### src/rtl/alu_sequencer.sv
// Command front-end for a registered ALU: queues opcode/operand commands, issues them one
// at a time, captures the ALU result and returns it over a valid/ready response port.
module alu_sequencer #(
  parameter int unsigned DATA_WIDTH = 8,
  parameter int unsigned DEPTH      = 4
) (
  input  logic                  clk,
  input  logic                  rst_n,
  input  logic                  cmd_valid,
  output logic                  cmd_ready,
  input  logic [3:0]            cmd_opcode,
  input  logic [DATA_WIDTH-1:0] cmd_a,
  input  logic [DATA_WIDTH-1:0] cmd_b,
  output logic [DATA_WIDTH-1:0] alu_operand_a,
  output logic [DATA_WIDTH-1:0] alu_operand_b,
  output logic [3:0]            alu_opcode,
  input  logic [DATA_WIDTH-1:0] alu_result,
  output logic                  rsp_valid,
  input  logic                  rsp_ready,
  output logic [DATA_WIDTH-1:0] rsp_result,
  output logic                  rsp_err,
  output logic                  busy
);

  localparam int unsigned AW = $clog2(DEPTH);
  localparam int unsigned EW = 4 + 2 * DATA_WIDTH;

  typedef enum logic [1:0] {StIdle, StIssue, StCapture, StResp} state_e;

  state_e                state_q, state_d;
  logic [EW-1:0]         mem_q [DEPTH];
  logic [AW:0]           wr_ptr_q, wr_ptr_d, rd_ptr_q, rd_ptr_d;
  logic                  empty, full, push, pop;
  logic [EW-1:0]         head;
  logic [3:0]            head_op;
  logic [DATA_WIDTH-1:0] head_a, head_b;
  logic                  head_legal;

  logic [DATA_WIDTH-1:0] alu_a_q, alu_a_d, alu_b_q, alu_b_d;
  logic [3:0]            alu_op_q, alu_op_d;
  logic                  rsp_valid_q, rsp_valid_d, rsp_err_q, rsp_err_d;
  logic [DATA_WIDTH-1:0] rsp_result_q, rsp_result_d;

  // Pointers carry one extra wrap bit to tell full from empty.
  assign empty      = (wr_ptr_q == rd_ptr_q);
  assign full       = (wr_ptr_q[AW] != rd_ptr_q[AW]) &&
                      (wr_ptr_q[AW-1:0] == rd_ptr_q[AW-1:0]);
  assign cmd_ready  = !full;
  assign push       = cmd_valid && !full;

  assign head       = mem_q[rd_ptr_q[AW-1:0]];
  assign head_op    = head[EW-1 -: 4];
  assign head_a     = head[2*DATA_WIDTH-1 -: DATA_WIDTH];
  assign head_b     = head[DATA_WIDTH-1:0];
  assign head_legal = (head_op[3:1] == 3'b000);

  always_ff @(posedge clk) begin
    if (push) begin
      mem_q[wr_ptr_q[AW-1:0]] <= {cmd_opcode, cmd_a, cmd_b};
    end
  end

  always_comb begin
    state_d      = state_q;
    alu_a_d      = alu_a_q;
    alu_b_d      = alu_b_q;
    alu_op_d     = alu_op_q;
    rsp_valid_d  = rsp_valid_q;
    rsp_err_d    = rsp_err_q;
    rsp_result_d = rsp_result_q;
    pop          = 1'b0;
    unique case (state_q)
      StIdle: begin
        if (!empty) begin
          pop = 1'b1;
          if (head_legal) begin
            alu_op_d = head_op;
            alu_a_d  = head_a;
            alu_b_d  = head_b;
            state_d  = StIssue;
          end else begin
            // Illegal commands bypass the ALU so it never sees an undefined opcode.
            rsp_result_d = '0;
            rsp_err_d    = 1'b1;
            rsp_valid_d  = 1'b1;
            state_d      = StResp;
          end
        end
      end
      StIssue: state_d = StCapture;
      StCapture: begin
        rsp_result_d = alu_result;
        rsp_err_d    = 1'b0;
        rsp_valid_d  = 1'b1;
        state_d      = StResp;
      end
      StResp: begin
        if (rsp_ready) begin
          rsp_valid_d = 1'b0;
          state_d     = StIdle;
        end
      end
      default: state_d = StIdle;
    endcase
  end

  always_comb begin
    wr_ptr_d = wr_ptr_q;
    rd_ptr_d = rd_ptr_q;
    if (push) wr_ptr_d = wr_ptr_q + (AW+1)'(1);
    if (pop)  rd_ptr_d = rd_ptr_q + (AW+1)'(1);
  end

  always_ff @(posedge clk or negedge rst_n) begin
    if (!rst_n) begin
      state_q      <= StIdle;
      wr_ptr_q     <= '0;
      rd_ptr_q     <= '0;
      alu_a_q      <= '0;
      alu_b_q      <= '0;
      alu_op_q     <= '0;
      rsp_valid_q  <= 1'b0;
      rsp_err_q    <= 1'b0;
      rsp_result_q <= '0;
    end else begin
      state_q      <= state_d;
      wr_ptr_q     <= wr_ptr_d;
      rd_ptr_q     <= rd_ptr_d;
      alu_a_q      <= alu_a_d;
      alu_b_q      <= alu_b_d;
      alu_op_q     <= alu_op_d;
      rsp_valid_q  <= rsp_valid_d;
      rsp_err_q    <= rsp_err_d;
      rsp_result_q <= rsp_result_d;
    end
  end

  assign alu_operand_a = alu_a_q;
  assign alu_operand_b = alu_b_q;
  assign alu_opcode    = alu_op_q;
  assign rsp_valid     = rsp_valid_q;
  assign rsp_err       = rsp_err_q;
  assign rsp_result    = rsp_result_q;
  assign busy          = (state_q != StIdle) || !empty;

endmodule

### config.mk
export PLATFORM = sky130hd
export DESIGN_NAME = alu_sequencer
export DESIGN_NICKNAME = d
export VERILOG_FILES = /design/src/rtl/alu_sequencer.sv
export SDC_FILE = /design/constraint.sdc
export NUM_CORES = 1
export LEC_CHECK = 0
export CORE_MARGIN = 5
export CORE_UTILIZATION = 50
export CTS_CLUSTER_SIZE = 14
export DETAILED_ROUTE_END_ITERATION = 6
export GPL_ROUTABILITY_DRIVEN = 0
export PLACE_DENSITY = 0.74
export REMOVE_ABC_BUFFERS = 1
export SYNTH_ARGS = -nofsm -noshare
export SYNTH_HDL_FRONTEND = slang
export SYNTH_SLANG_ARGS = --single-unit
### constraint.sdc
create_clock -name clk -period 2.5 [get_ports clk]
set_clock_uncertainty 0.1 [all_clocks]
set_input_delay 0.625 -clock clk [delete_from_list [all_inputs] [get_ports clk]]
set_output_delay 0.625 -clock clk [all_outputs]
set_load 0.005 [all_outputs]
==> impl_metrics.py, run 1 <==
metrics = {
    "setup_path": {
        "crit_path_max_fanout": 3,
        "crit_required_ns": 1.77,
        "path_cells": "xor2_2 > nor2_2 > nand2_1 > dlygate4sd2_1",
        "slowest_stage": "dfrtp_2",
        "crit_arrival_ns": 1.62,
        "crit_type": "reg -> out",
        "cp-start-kind": "flop",
        "cpPeakStageDelay_ns": 0.43,
        "cp-end-kind": "primary output",
    },
    "power": {
        "p_int_uw": 5810,
        "p_sw_uw": 2390,
        "powerDensity_mw_per_mm2": 1320,
        "p_leak_uw": 0.00232,
        "seq_power_share_pct": 36.4,
        "p_comb_share_pct": 34.5,
        "swShare_pct": 29.2,
        "pwr-share-clk_pct": 29.2,
        "ir_drop_v": 0.000810,
    },
    "logic_synthesis": {
        "ys_ff_latch": 118,
        "synthTopCellsByArea": "edfxtp_1 52%, dfrtp_1 20%, mux4_2 8.2%",
        "ys_warn_count": 0,
        "synth_top_cell_by_area": "edfxtp_1",
        "async_flop_share_pct": 32.2,
        "synth_cell_types": 39,
        "ys.flop_type": "edfxtp_1",
        "syn_area_mm2": 0.00466,
        "synth_edf_count": 80,
        "synth_cells": 243,
        "synth.top_cell.area_share_pct": 51.5,
        "synth.most_common_cell": "edfxtp_1",
        "syn_avg_cell_area_um2": 19.2,
        "synth_seq_area_share_pct": 71.9,
        "yosys-top-cells-count": "80 x edfxtp_1, 38 x dfrtp_1, 19 x mux2_2",
    },
    "sta": {
        "timing.final.crit_share_pct": 93.6,
        "setup_violations": 0,
        "fin_crit_ns": 2.34,
        "rsz0062_at_grt": "no",
        "finalHoldViolations": 0,
        "slew_violations": 0,
        "slew_headroom_pct": 65.2,
        "fmax_ghz": 0.427,
        "worstMarginPinSlew_ns": 0.514,
    },
    "route": {
        "vias": 2482,
        "via_per_inst": 5.35,
        "drtIter0Drc": 142,
        "drtAntennaViolNets": 0,
        "routedWlPerCell_um": 18.6,
        "firstDrtPassIters": 4,
        "drc_errors": 0,
        "routed_wirelength_mm": 8.65,
    },
    "clock_tree": {
        "cts_root_buf": "clkbuf_8",
        "cts_tree": "done",
        "clockBufferDepth": 2,
        "clk_pin_slew_ns": 0.06,
        "ctsHtreeMaxLevel": 4,
        "clk_latency_ns": 0.50,
        "cts.sinks": 118,
        "numCtsBuffers": 17,
    },
    "cells_and_area": {
        "layout-drive-gt1-share_pct": 30.3,
        "n_fill_cell": 609,
        "final_area_mm2": 0.00621,
        "register_area_mm2": 0.00336,
        "multiInputGateArea_mm2": 0.00126,
        "synthToLayoutAreaGrowth_pct": 33.2,
        "stdcell_count": 464,
        "n_antenna_cell": 0,
        "fin_nets": 381,
    },
    "global_routing": {
        "overflow": 0,
        "antenna_found_initial": 0,
        "grt_pass1_wl_mm": 14.1,
        "grt_start_max_net_pins": 22,
        "first_global_vias": 2674,
        "grt_use_total_pct": 16.8,
    },
    "floorplan": {
        "dieArea_mm2": 0.0114,
        "fp.dieW_um": 107,
        "ios": 64,
        "num_rows": 35,
        "coreArea_mm2": 0.00915,
        "start_util_pct": 50.9,
        "die_y_um": 107,
    },
    "placed_design": {
        "dp_hpwl_mm": 5.60,
        "dp_cells": 425,
        "port_buffers": 63,
        "placement.cell_area_mm2": 0.00553,
    },
    "job": {
        "drv_cap": 0,
    },
    "hold_path": {
        "min_path_type": "reg -> reg",
    },
    "status": {
        "status": "finished, final reports clean",
    },
}
-- layer usage --
metal	part of all wire (%)	global-route usage [%]	routed length (µm)
met1	42	20.9	3600
met2	53	28.2	4620
met3	3.7	4.74	323
met4	1.3	6.30	110
met5	0	0	0
-- placed cells by master, fill, tap and decap left out, types with 4 or more instances in the layout --
cell type and n:
inv_1 6, clkdlybuf4s50_1 60, clkbuf_16 16, nand2_1 5
a221o_1 4, nor2_1 7, inv_6 4, buf_4 19
a32o_1 4, and2_1 4, dfrtp_1 36, mux2i_1 4
mux2_2 19, edfxtp_1 80, mux4_2 17, ha_1 9
-- worst max-delay path: cells and delay by family, from the launching register on --
kind	cells	cell delay, ns
AND/OR/NAND/NOR	2	0.20
flip-flops	1	0.43
buffers and inverters	1	0.27
XOR/XNOR	1	0.21
-- logic make-up (layout without fill, tap and decap cells) --
logic type	Yosys count	count (layout)	share of synthesized area [%]
xor gates and xnor gates	7	7	1.32
AOI/OAI and AO/OA	19	19	3.41
DFF	118	118	71.9
and+or+nand+nor	35	35	5.24
muxes	41	41	14.0
adders and majority gates	9	9	2.42
buffers and inverters	14	124	1.69
-- repair_timing --
item                                    4_1_cts  5_1_grt
resized for setup                             9        3
endpoints found under the hold margin        12        0
setup buffers                                 6        0
pin swaps                                     3        1
hold buffers                                  1        0
endpoints found under the setup margin        2        1
-- flip-flops by register name, indices dropped and copies added, names as in the netlist, 2 cells and up --
register / count
state_q: 2
rd_ptr_q: 3
mem_q: 80
wr_ptr_q: 3
alu_opcode: 4
alu_operand_b: 8
rsp_result: 8
alu_operand_a: 8
-- path summary, 6_finish.rpt --
kind,startpoint,endpoint,slack [ns],depth (start not counted)
max,wr_ptr_q[0]$_DFFE_PN0P_,cmd_ready,0.16,4
min,rsp_result[0]$_DFFE_PN0P_,rsp_result[0]$_DFFE_PN0P_,0.40,1
min in group asynchronous,rst_n,alu_operand_a[2]$_DFFE_PN0P_,0.45,2
min reg2reg,rsp_result[0]$_DFFE_PN0P_,rsp_result[0]$_DFFE_PN0P_,0.40,1
max reg2reg,rd_ptr_q[0]$_DFFE_PN0P_,alu_operand_a[3]$_DFFE_PN0P_,0.24,6
max in group asynchronous,rst_n,rd_ptr_q[2]$_DFFE_PN0P_,1.33,3
-- metrics by stage --
step	power [µW]	TNS (ns)	setup slack, ns	hold slack [ns]	utilization, %
final	8200	0	0.160	0.398	67.8
after global routing	8650	0	0.0539	0.416	67.8
after CTS	8240	0	0.00643	0.402	67.8
after detailed placement	5690	0	0.258	0.376	60.4
after global placement	5610	0	0.307	0.374	60.4
after floorplan	4540	-25.84	-0.288	0.229	-
-- power groups by stage --
stage	Combinational (µW)	Sequential, µW	Clock (µW)
floorplan	1440	3090	0
global placement	2630	2980	0
global route	3070	3040	2540
detailed placement	2680	3000	0
finish	2830	2980	2390
CTS	2830	2980	2420
-- cell type report --
class	count	share of cell area, %
Clock buffer	18	6.73
Clock inverter	14	2.82
Inverter	6	0.363
Multi-Input combinational cell	111	20.4
Sequential cell	118	54.1
Tap cell	111	2.24
Timing Repair Buffer	86	13.4
(Power assumes the default switching activity.)
==> run 2, diff against run 1 <==
==> constraint.sdc (replaced) <==
create_clock -name clk -period 2.7 [get_ports clk]
set_clock_uncertainty 0.1 [all_clocks]
set_input_delay 0.675 -clock clk [delete_from_list [all_inputs] [get_ports clk]]
set_output_delay 0.675 -clock clk [all_outputs]
set_load 0.005 [all_outputs]
==> run 2 against run 1 <==
Effect of this change:
- via count down 0.89%
- hold slack worse by 0.19 ns
- combinational power decreased by 12%
- power fell by 11%
- design area shrank 1.9%
- clock-buffer cell count increased by 3
- critical path depth unchanged
- first-iteration DRC count grew 11%
- largest cell class unchanged
- largest power group unchanged
- wire length rose by 0.88%
- final cell count fell by 1.9%
- flip-flop and latch count unchanged
- die area is the same
==> impl_metrics.py, run 2 (synthesis results as in run 1) <==
metrics = {
    "cells_and_area": {
        "layout-drive-gt1-share_pct": 26.5,
        "synthToLayoutAreaGrowth_pct": 30.6,
        "layout_common_cells": "80 x edfxtp_1, 61 x clkdlybuf4s50_1, 37 x dfrtp_1",
        "n_antenna_cell": 0,
        "fin_nets": 372,
        "final_util_pct": 66.5,
        "final_common_cell": "edfxtp_1",
        "stdcell_count": 455,
        "largest_reg_flops": 80,
    },
    "clock_tree": {
        "ctsHtreeMaxLevel": 4,
        "clockBufferDepth": 2,
        "clk_pin_slew_ns": 0.06,
        "cts_tree": "done",
        "numCtsBuffers": 17,
        "clk_latency_ns": 0.50,
        "cts.sinks": 118,
        "cts_root_buf": "clkbuf_8",
    },
    "route": {
        "dr_wl_met3_um": 314,
        "drc_errors": 0,
        "routedWlPerCell_um": 19.2,
        "dr.max_layer_used": "met4",
        "via_per_inst": 5.41,
        "met1Wirelength_mm": 3.77,
        "routed_wirelength_mm": 8.73,
        "drtAntennaViolNets": 0,
        "drtIter0Drc": 158,
        "firstDrtPassIters": 4,
        "vias": 2460,
        "met2WireLength_mm": 4.57,
    },
    "power": {
        "powerDensity_mw_per_mm2": 1210,
        "p_leak_uw": 0.00227,
        "ir_drop_v": 0.000627,
    },
    "floorplan": {
        "dieArea_mm2": 0.0114,
        "fp.dieW_um": 107,
        "coreArea_mm2": 0.00915,
        "ios": 64,
        "num_rows": 35,
        "die_y_um": 107,
        "start_util_pct": 50.9,
    },
    "job": {
        "drv_cap": 0,
    },
    "setup_path": {
        "cp-start-kind": "flop",
        "crit_path_start": "wr_ptr_q[0]$_DFFE_PN0P_",
        "cp-end-kind": "primary output",
        "crit_end": "cmd_ready",
        "crit_type": "reg -> out",
        "crit_arrival_ns": 1.84,
        "r2r-end": "alu_opcode[0]$_DFFE_PN0P_",
        "r2r_slack_ns": 0.36,
        "crit_path_max_fanout": 4,
        "reg2reg_depth": 6,
        "timing.rr.start": "rd_ptr_q[0]$_DFFE_PN0P_",
        "crit_required_ns": 1.92,
    },
    "placed_design": {
        "port_buffers": 63,
        "dp_cells": 422,
        "dp_hpwl_mm": 5.52,
    },
    "global_routing": {
        "grt_use_total_pct": 16.9,
        "overflow": 0,
        "first_global_vias": 2764,
        "antenna_found_initial": 0,
        "grt_pass1_wl_mm": 14.4,
        "grt_start_max_net_pins": 39,
    },
    "sta": {
        "timing.final.crit_share_pct": 96.7,
        "slew_violations": 0,
        "tns_ns": 0,
        "worstMarginPinSlew_ns": 0.902,
        "fmax_ghz": 0.383,
        "finalHoldViolations": 0,
        "setup_violations": 0,
        "fin_crit_ns": 2.61,
        "whs_ns": 0.203,
        "slew_headroom_pct": 39.9,
    },
    "hold_path": {
        "min_path_type": "in -> async",
    },
    "status": {
        "status": "finished, final reports clean",
    },
}
[run 2: cell count changes in the layout (fill, tap and decap cells not counted), moves of 2 or more]
cell / change
clkinv_1: +4
inv_6: -4
buf_4: -7
clkbuf_8: +2
clkinvlp_4: -3
[run 2: worst min-delay path by stage]
stage | startpoint | endpoint | slack, ns | depth (start not counted)
2_1_floorplan | rst_n | alu_opcode[0]$_DFFE_PN0P_ | 0.28 | 0
4_1_cts | rst_n | alu_operand_b[4]$_DFFE_PN0P_ | 0.22 | 1
5_1_grt | rst_n | alu_operand_b[5]$_DFFE_PN0P_ | 0.27 | 1
6_report | rst_n | alu_operand_b[4]$_DFFE_PN0P_ | 0.20 | 1
3_5_place_dp | rsp_result[4]$_DFFE_PN0P_ | rsp_result[4]$_DFFE_PN0P_ | 0.38 | 1
3_3_place_gp | alu_opcode[3]$_DFFE_PN0P_ | alu_opcode[3]$_DFFE_PN0P_ | 0.38 | 1
[run 2: repair_timing]
action,CTS,global route
setup endpoints to repair,1,2
resized for setup,3,3
hold buffers,0,0
setup buffers,0,1
pin swaps,0,1
[run 2: routing by layer]
metal  up-vias  track usage, %
met5         -               0
met4         0            5.94
met3         4            4.31
met2        57            27.6
met1      1275            22.0
li1       1124               -
[run 2: per-stage QoR]
| step | worst slack (ns) | total power, µW | area (µm²) |
|---|---|---|---|
| final | 0.0890 | 7340 | 6090 |
| after global routing | -0.000644 | 7760 | 6090 |
| after CTS | 0.00211 | 7390 | 6070 |
| after detailed placement | 0.351 | 5240 | 5490 |
| after global placement | 0.374 | 5150 | 5490 |
| after floorplan | -0.0876 | 4200 | 4600 |
[run 2: critical path: stages (launching register included)]
cell	delay [ns]
dfrtp_1	0.44
xor2_2	0.19
nor2_1	0.18
nand2_1	0.08
clkdlybuf4s50_1	0.45
[run 2: area by class of cell]
type,instances,area [µm²]
clock buffer,21,449
clock inverter,11,108
fill,605,3070
inverter,6,22.5
multi-input combinational,111,1260
sequential,118,3350
tap,111,139
timing repair buffer,77,758
[run 2: report_power, final]
part / total [µW] / internal (µW) / switching [µW]
clock network: 2090 / 1340 / 742
registers: 2770 / 2520 / 249
logic: 2480 / 1360 / 1120
==> run 3, diff against run 2 <==
--- a/config.mk
+++ b/config.mk
@@ -6,11 +6,10 @@
 export NUM_CORES = 1
 export LEC_CHECK = 0
 export CORE_MARGIN = 5
-export CORE_UTILIZATION = 50
+export CORE_UTILIZATION = 40
 export CTS_CLUSTER_SIZE = 14
 export DETAILED_ROUTE_END_ITERATION = 6
-export GPL_ROUTABILITY_DRIVEN = 0
-export PLACE_DENSITY = 0.74
+export PLACE_DENSITY = 0.65
 export REMOVE_ABC_BUFFERS = 1
 export SYNTH_ARGS = -nofsm -noshare
 export SYNTH_HDL_FRONTEND = slang
==> run 3 against run 2 <==
Effect of this change:
- via count is 0.65% higher
- highest routed layer unchanged
- non-clock buffer count is 2 higher
- largest power group unchanged
- wire length is 2.0% lower
- critical endpoint is now busy
- worst setup slack better by 0.061 ns
- combinational power is 2% lower
- power is 1.0% higher
- maximum frequency is 2.4% higher
==> impl_metrics.py, run 3 (synthesis results as in run 1) <==
metrics = {
    "cells_and_area": {
        "stdcell_count": 489,
        "final_area_mm2": 0.00615,
        "fin_nets": 374,
        "final_util_pct": 53.9,
        "synthToLayoutAreaGrowth_pct": 32.0,
        "largest_reg_flops": 80,
        "layout_common_cells": "80 x edfxtp_1, 62 x clkdlybuf4s50_1, 37 x dfrtp_1",
        "n_antenna_cell": 0,
        "n_fill_cell": 938,
        "final_common_cell": "edfxtp_1",
        "layout-drive-gt1-share_pct": 28.6,
    },
    "route": {
        "routed_wirelength_mm": 8.55,
        "firstDrtPassIters": 4,
        "drc_errors": 0,
        "met1Wirelength_mm": 3.81,
        "drtAntennaViolNets": 0,
        "routedWlPerCell_um": 17.5,
        "vias": 2476,
        "dr.max_layer_used": "met4",
        "via_per_inst": 5.06,
        "dr_wl_met3_um": 365,
        "drtIter0Drc": 118,
        "met2WireLength_mm": 4.32,
    },
    "sta": {
        "rsz0062_at_grt": "no",
        "fin_crit_ns": 2.55,
        "setup_violations": 0,
        "worstMarginPinSlew_ns": 0.918,
        "slew_headroom_pct": 38.8,
        "timing.final.crit_share_pct": 94.4,
        "slew_violations": 0,
        "whs_ns": 0.313,
        "fmax_ghz": 0.392,
        "finalHoldViolations": 0,
        "fin_ws_ns": 0.150,
    },
    "setup_path": {
        "timing.rr.start": "rd_ptr_q[0]$_DFFE_PN0P_",
        "r2r_slack_ns": 0.37,
        "cp-end-kind": "primary output",
        "crit_required_ns": 1.92,
        "crit_arrival_ns": 1.77,
        "cp-start-kind": "flop",
        "crit_path_max_fanout": 4,
        "r2r-end": "rsp_err$_DFFE_PN0P_",
        "crit_type": "reg -> out",
        "reg2reg_depth": 6,
    },
    "power": {
        "p_sw_uw": 2170,
        "p_int_uw": 5240,
        "pwr-share-clk_pct": 29.9,
        "powerDensity_mw_per_mm2": 1200,
        "seq_power_share_pct": 37.2,
        "ir_drop_v": 0.000543,
        "p_comb_share_pct": 32.9,
        "swShare_pct": 29.3,
        "p_leak_uw": 0.00228,
    },
    "global_routing": {
        "grt_use_total_pct": 13.0,
        "grt_pass1_wl_mm": 14.1,
        "grt_start_max_net_pins": 39,
        "antenna_found_initial": 0,
        "overflow": 0,
        "first_global_vias": 2731,
    },
    "clock_tree": {
        "postCtsHoldBufs": 0,
        "clk_pin_slew_ns": 0.06,
        "clk_latency_ns": 0.40,
        "ctsHtreeMaxLevel": 4,
        "numCtsBuffers": 17,
        "clockBufferDepth": 2,
        "cts_tree": "done",
        "cts_root_buf": "clkbuf_16",
        "cts.sinks": 118,
    },
    "floorplan": {
        "num_rows": 39,
        "ios": 64,
        "coreArea_mm2": 0.0114,
        "start_util_pct": 40.8,
        "dieArea_mm2": 0.0139,
        "fp.dieW_um": 118,
        "die_y_um": 118,
    },
    "placed_design": {
        "place.gp.congestion": 0.703,
        "post-place-ws_ns": 0.340,
        "placement.cell_area_mm2": 0.00552,
        "dp_hpwl_mm": 5.78,
        "dp_cells": 456,
        "port_buffers": 63,
    },
    "hold_path": {
        "min_path_type": "in -> async",
    },
    "status": {
        "status": "finished, final reports clean",
    },
    "job": {
        "drv_cap": 0,
    },
}
==> run 3: what timing repair did <==
item / in CTS / in global routing
setup endpoints to repair: 0 / 1
hold endpoints to repair: 0 / 0
gates resized for setup: 0 / 5
buffers inserted: 0 / 1
==> run 3: worst max-delay path by stage <==
stage / startpoint / to / slack [ns] / depth (start not counted)
global route: rd_ptr_q[2]$_DFFE_PN0P_ / busy / 0.01 / 4
detailed placement: cmd_valid / mem_q[0][6]$_DFFE_PP_ / 0.34 / 5
CTS: wr_ptr_q[1]$_DFFE_PN0P_ / busy / 0.07 / 4
floorplan: rd_ptr_q[0]$_DFFE_PN0P_ / alu_opcode[0]$_DFFE_PN0P_ / -0.09 / 5
finish: rd_ptr_q[2]$_DFFE_PN0P_ / busy / 0.15 / 4
global placement: cmd_valid / mem_q[2][6]$_DFFE_PP_ / 0.36 / 5
==> run 3: critical path: stages (launching register included) <==
cell             delay (ns)
dfrtp_1                0.40
xor2_2                 0.21
nor3_2                 0.23
nand2_1                0.09
clkdlybuf4s50_1        0.45
==> run 3: layer usage <==
| metal | track usage (%) | up-vias |
|---|---|---|
| met1 | 16.1 | 1275 |
| met4 | 3.87 | 0 |
| li1 | - | 1139 |
| met2 | 21.6 | 57 |
| met3 | 4.42 | 5 |
| met5 | 0 | - |
==> run 3: per-stage QoR <==
step	setup TNS (ns)	total power, µW
2_1_floorplan	-6.19	4200
3_3_place_gp	0	5170
3_5_place_dp	0	5230
4_1_cts	0	7470
5_1_grt	0	7860
6_report	0	7410
==> run 3: layout make-up <==
class | count | area (µm²) | share of cell area, %
multi-input cells | 111 | 1260 | 20.4
clock inverters | 15 | 169 | 2.75
flip-flops and latches | 118 | 3350 | 54.5
well taps | 143 | 179 | 2.91
repair buffers | 79 | 746 | 12.1
clock buffers | 17 | 425 | 6.91
inverters | 6 | 22.5 | 0.366
==> run 3: power by group through the flow <==
stage | Combinational (µW) | Clock (µW) | Sequential [µW]
after floorplan | 1340 | 0 | 2860
after global placement | 2400 | 0 | 2770
after detailed placement | 2440 | 0 | 2790
after CTS | 2450 | 2260 | 2760
after global routing | 2680 | 2360 | 2820
final | 2440 | 2210 | 2760
